--- config.mk ---
export PLATFORM = sky130hd
export DESIGN_NAME = lcd_line_buffer_flat
export DESIGN_NICKNAME = d
export VERILOG_FILES = /design/src/rtl/lcd_pkg.sv /design/src/rtl/lcd_line_buffer_if.sv /design/src/rtl/lcd_line_ram.sv /design/src/rtl/lcd_line_buffer.sv /design/src/flat_wrapper.sv
export SDC_FILE = /design/constraint.sdc
export NUM_CORES = 2
export LEC_CHECK = 0
export ABC_AREA = 1
export CELL_PAD_IN_SITES_DETAIL_PLACEMENT = 0
export CELL_PAD_IN_SITES_GLOBAL_PLACEMENT = 1
export CORE_MARGIN = 10
export CORE_UTILIZATION = 55
export CTS_BUF_LIST = sky130_fd_sc_hd__clkbuf_4
export DETAILED_ROUTE_END_ITERATION = 6
export GPL_TIMING_DRIVEN = 1
export PLACE_DENSITY_LB_ADDON = 0.12
export SYNTH_ARGS = -nofsm -noshare
export SYNTH_HDL_FRONTEND = slang
export SYNTH_SLANG_ARGS = --single-unit
--- constraint.sdc ---
create_clock -name clk -period 4.1 [get_ports clk]
set_input_delay 1.025 -clock clk [delete_from_list [all_inputs] [get_ports clk]]
set_output_delay 1.025 -clock clk [all_outputs]
set_load 0.005 [all_outputs]
--- src/rtl/lcd_pkg.sv ---
// Shared LCD panel constants and pixel format, used by the timing generator and
// the line buffer.
package lcd_pkg;

  localparam int H_ACTIVE = 480;
  localparam int TDEH     = 480;
  localparam int TDEL     = 256;
  localparam int TDE      = 272;
  localparam int TDEB     = 45;
  localparam int PIX_W    = 3;
  localparam int ADDR_W   = 9;

  // Pixel bit order on the bus is {r,g,b}, r in the MSB.
  typedef struct packed {
    logic r;
    logic g;
    logic b;
  } pix_t;

endpackage

--- src/rtl/lcd_line_buffer_if.sv ---
// Host-to-buffer pixel stream: valid/ready handshake carrying one {r,g,b} pixel.
interface lcd_line_buffer_if;
  import lcd_pkg::*;

  logic             valid;
  logic [PIX_W-1:0] data;
  logic             ready;

  modport master (output valid, output data, input ready);
  modport slave  (input valid, input data, output ready);

endinterface

--- src/rtl/lcd_line_ram.sv ---
// Simple dual-port line RAM: one write port, one registered read port with
// read enable, sized as a power of two so {bank, addr} indexes it directly.
module lcd_line_ram #(
  parameter int AW = 10,
  parameter int DW = 3
) (
  input  logic          clk,
  input  logic          we,
  input  logic [AW-1:0] waddr,
  input  logic [DW-1:0] wdata,
  input  logic          re,
  input  logic [AW-1:0] raddr,
  output logic [DW-1:0] rdata
);

  logic [DW-1:0] mem [2**AW];

  always_ff @(posedge clk) begin
    if (we) mem[waddr] <= wdata;
    if (re) rdata <= mem[raddr];
  end

endmodule

--- src/rtl/lcd_line_buffer.sv ---
// Ping-pong line buffer: host fills one bank over a valid/ready stream while the
// panel side drains the other bank on pixel-enable strobes.
module lcd_line_buffer
  import lcd_pkg::*;
(
  input  logic            clk,
  input  logic            rst,
  input  logic            pix_ce,
  input  logic            de_in,
  lcd_line_buffer_if.slave s,
  output logic            r,
  output logic            g,
  output logic            b,
  output logic            de_out,
  output logic            underflow
);

  logic [1:0]        full;
  logic              wr_bank;
  logic              rd_bank;
  logic [ADDR_W-1:0] wr_addr;
  logic [ADDR_W-1:0] rd_addr;
  logic              line_ok;
  logic              de_q;
  logic              pix_on;
  logic [PIX_W-1:0]  rd_pix;

  logic wr_fire;
  logic line_start;
  logic line_end;
  logic bank_ok;
  logic rd_hit;

  assign s.ready    = !rst && !full[wr_bank];
  assign wr_fire    = s.valid && s.ready;
  assign line_start = de_in && !de_q;
  assign line_end   = !de_in && de_q;
  // On the first strobe line_ok is not yet loaded, so look at the flag directly.
  assign bank_ok    = line_start ? full[rd_bank] : line_ok;
  assign rd_hit     = pix_ce && de_in && bank_ok && (rd_addr < ADDR_W'(H_ACTIVE));

  lcd_line_ram #(
    .AW (ADDR_W + 1),
    .DW (PIX_W)
  ) u_ram (
    .clk   (clk),
    .we    (wr_fire),
    .waddr ({wr_bank, wr_addr}),
    .wdata (s.data),
    .re    (rd_hit),
    .raddr ({rd_bank, rd_addr}),
    .rdata (rd_pix)
  );

  // RAM output register holds the pixel; pix_on blanks strobes that did not read.
  assign {r, g, b} = pix_on ? rd_pix : '0;

  always_ff @(posedge clk) begin
    if (rst) begin
      full      <= 2'b00;
      wr_bank   <= 1'b0;
      rd_bank   <= 1'b0;
      wr_addr   <= '0;
      rd_addr   <= '0;
      line_ok   <= 1'b0;
      de_q      <= 1'b0;
      de_out    <= 1'b0;
      pix_on    <= 1'b0;
      underflow <= 1'b0;
    end else begin
      underflow <= 1'b0;

      if (wr_fire) begin
        if (wr_addr == ADDR_W'(H_ACTIVE - 1)) begin
          wr_addr       <= '0;
          full[wr_bank] <= 1'b1;
          wr_bank       <= ~wr_bank;
        end else begin
          wr_addr <= wr_addr + 1'b1;
        end
      end

      if (pix_ce) begin
        de_q   <= de_in;
        de_out <= de_in;
        pix_on <= rd_hit;

        if (line_start) begin
          line_ok   <= full[rd_bank];
          underflow <= !full[rd_bank];
        end

        if (de_in) begin
          if (rd_addr < ADDR_W'(H_ACTIVE)) rd_addr <= rd_addr + 1'b1;
        end else if (line_end) begin
          rd_addr <= '0;
          // A failed line keeps its bank so the next line retries it.
          if (line_ok) begin
            full[rd_bank] <= 1'b0;
            rd_bank       <= ~rd_bank;
          end
        end
      end
    end
  end

endmodule

--- src/flat_wrapper.sv ---
// flat-port wrapper written by rule: the top's interface ports become plain ports
module lcd_line_buffer_flat import lcd_pkg::*;
  (clk, rst, pix_ce, de_in, r, g, b, de_out, underflow, s_valid, s_data, s_ready);
  lcd_line_buffer_if s_i ();
  input  logic clk;
  input  logic rst;
  input  logic pix_ce;
  input  logic de_in;
  output logic r;
  output logic g;
  output logic b;
  output logic de_out;
  output logic underflow;
  input wire logic [$bits(s_i.valid)-1:0] s_valid;
  input wire logic [$bits(s_i.data)-1:0] s_data;
  output wire logic [$bits(s_i.ready)-1:0] s_ready;
  assign s_i.valid = s_valid;
  assign s_i.data = s_data;
  assign s_ready = s_i.ready;
  lcd_line_buffer u_core (.clk(clk), .rst(rst), .pix_ce(pix_ce), .de_in(de_in), .s(s_i), .r(r), .g(g), .b(b), .de_out(de_out), .underflow(underflow));
endmodule
==> results.md <==
* Core area at 238,000 µm²
* Startpoint types: flip-flop
* Synth Area per Inst at 10.8 µm²
* Post-synthesis mux area share at 0%
* Worst path cell trace: nor2_1, a211oi_2, buf_4, clkdlybuf4s50_1
* Bufs and invs on worst path at 2
* Peak supply drop at 329 µV
* Status: finished, final reports clean
* Endpoints failing hold at 0
* Final period utilization at 93.6%
* Final net count at 12.6k
* Synth Instances at 12.3k
* Layout cells sized above 1 at 12.1%
* Setup ws final at 263 ps
* Routability congestion estimate at 0.872
* Post-synthesis compound-gate area fraction at 6.16%
* Routed vias/inst at 5.70
* Placed inst area at 136,000 µm²
* HP Class: in -> reg
* Max Clock Skew at 107 ps
* Post-synthesis sequential area ratio at 70.4%
* RSZ-0062 raised after global routing: false
* R2R setup slack at 520 ps
* Syn Nets at 12.3k
* Vias in the first global route at 91.0k
* Worst-Margin Slew at 1320 ps
* Final non-filler cell total at 16.3k
* GRT Residual Overflow at 0
* Wirelength, routed at 382,000 µm
* Worst relative slew slack at 12.1%
* Simple-gate share of the synthesized area at 18.3%
* Clk sinks at 3,101
* Ports at 14
* Final slew viol count at 0
* EDFF count, synth at 3,075
* First-pass DRT Iterations at 7
* Site Rows at 179
* H-tree Lvls at 6
* Max Cap Violations at 0
* Root buffer cell: clkbuf_4
* Max Clock Freq at 0.261 GHz
* Layout Utilization at 61.2%
* Async set-reset flop share out of synthesis at 0%
* XOR/XNOR share of the synthesized area at 0.00664%
* Chip height at 510 µm
* CP max stage delay at 510 ps
* DRC Markers at 0
* Worst setup path category: reg -> out
* Initial core utilization at 55.3%
* DP HPWL at 219,000 µm
* Die area at 260,000 µm²
* Largest net degree at the start of global routing at 146
* CTS tree: built
* Final instance area at 146,000 µm²
* CP Max Fanout at 7
* Number of routed nets with antenna violations at 0
* CP top delay family: buffers and inverters
* # port buffers at 13
* Area of the multi-input gates at 32,600 µm²
* Drt wl/cell at 23.5 µm
* Min Tclk post-route at 3840 ps
* Worst Reg-to-Reg Cells at 12
* Initial antenna violation count at 18
* Clk Latency, worst-skew pair at 1500 ps
* Clk buf depth at 4
* Req. time, crit path at 3070 ps
* Fill cells at 19.6k
* # setup viols final at 0
* Routed vias at 93.0k
* Pwr per Cell Area at 428 nW/µm²
* Reg clk slew, reported paths at 70 ps
* Max stage delay cell, worst path: clkdlybuf4s50_1
* Crit. End Element: output pin
* Arr. time, crit path at 2810 ps
* Seq cells post-synth at 3,101
* First-pass GRT wire length at 559,000 µm
* Register area at 92,900 µm²
* Largest family of logic cells by synthesized area: simple AND/OR/NAND/NOR gates
* Hold WS at 444 ps
* Setup tns final at 0 ps
* Synth Area in Adders at 0.0475%
* Synthesized cell area at 132,000 µm²
* WP depth at 4
* Placed cell count at 14.9k
* Hold depth at 2
* DRT iter0 DRCs at 9,922
* Area Overhead vs Synth at 10.6%
* Ys flop type: edfxtp_1
* Final Power at 62.4 mW
* Total CTS buffers at 788
* Synth cell types at 38
* Syn. warnings at 0
* DP Worst Slack at 346 ps
* Gr usage total at 28.8%
* Leak pwr at 52.9 nW
* Die width at 510 µm
-- per-layer routing --
metal,share of wire (%),up-vias,GRT usage [%]
met5,0.0089,-,0
met4,4.7,4,13.8
met3,8.8,755,5.36
met2,47,4351,46.9
met1,39,45185,37.6
li1,-,42666,-
-- power breakdown --
group / switching (mW) / leakage [nW] / internal, mW / total, mW
clock network: 12.1 / 5.71 / 13.2 / 25.3
registers: 0.0123 / 27.8 / 34.8 / 34.8
logic: 1.69 / 19.4 / 0.547 / 2.24
total: 13.8 / 52.9 / 48.5 / 62.4
-- registers in the layout, summed over array words and instances, names as in the netlist --
register            cells
u_core.rd_addr          9
u_core.underflow        1
u_core.pix_on           1
u_core.wr_addr          9
u_core.u_ram.mem     3072
u_core.full             2
u_core.line_ok          1
u_core.rd_bank          1
u_core.u_ram.rdata      3
u_core.wr_bank          1
u_core.de_out           1
-- cell type report --
class                      count  area share [%]
antenna                        8          0.0137
clock buffer                1109            5.71
clock inverter               238           0.895
inverter                     659            1.73
multi-input combinational   7657            22.4
sequential                  3101            63.7
tap                         3167            2.72
timing repair buffer         360            2.86
-- cells in the mapped netlist, drive strengths merged (5+ instances only) --
cell | count | area share, %
edfxtp | 3075 | 70
nor2 | 2838 | 8.1
nand2 | 2464 | 7.0
o21ai | 1109 | 4.2
nand3 | 808 | 3.1
inv | 650 | 1.9
buf | 439 | 2.0
clkbuf | 401 | 1.1
o211ai | 196 | 1.1
a21oi | 154 | 0.58
o22ai | 40 | 0.19
dfxtp | 26 | 0.39
nor3 | 18 | 0.076
or2 | 12 | 0.057
clkinv | 9 | 0.026
ha | 5 | 0.047
-- what timing repair did --
action,4_1_cts,5_1_grt
hold endpoints to repair,63,0
hold buffers,3,0
resized for setup,2,0
setup endpoints to repair,1,0
buffers inserted,0,0
-- layout by cell type (no fill, tap or decap), drive strengths merged --
cell type / n
clkinv: 216
xor2: 1
a21oi: 154
clkbuf: 1109
clkdlybuf4s50: 10
o221ai: 1
a221oi: 1
or2: 12
dlygate4sd3: 3
nor2: 2838
edfxtp: 3075
o22ai: 40
inv: 660
dfxtp: 26
a31oi: 1
o211ai: 196
a311oi: 1
clkinvlp: 9
bufinv: 12
a211oi: 2
nand2: 2464
o31ai: 1
nor3: 18
nand3b: 1
nor3b: 2
nand3: 808
diode: 8
and3: 1
buf: 347
ha: 5
o21ai: 1109
a2111oi: 1
-- worst paths after layout --
kind / endpoint / start
max reg2reg: u_core.u_ram.rdata[2] / u_core.rd_addr[0]
min: u_core.de_out / pix_ce
max: s_ready / u_core.wr_bank
min reg2reg: u_core.line_ok / u_core.line_ok
-- cell families after synthesis --
logic type | count (synthesis)
AND/OR/NAND/NOR | 6144
flip-flops | 3101
AO/OA/AOI/OAI | 1507
buffers and inverters | 1499
adder cells (fa/ha/maj) | 5
XOR/XNOR | 1
Power figures use the tool's default switching activity.
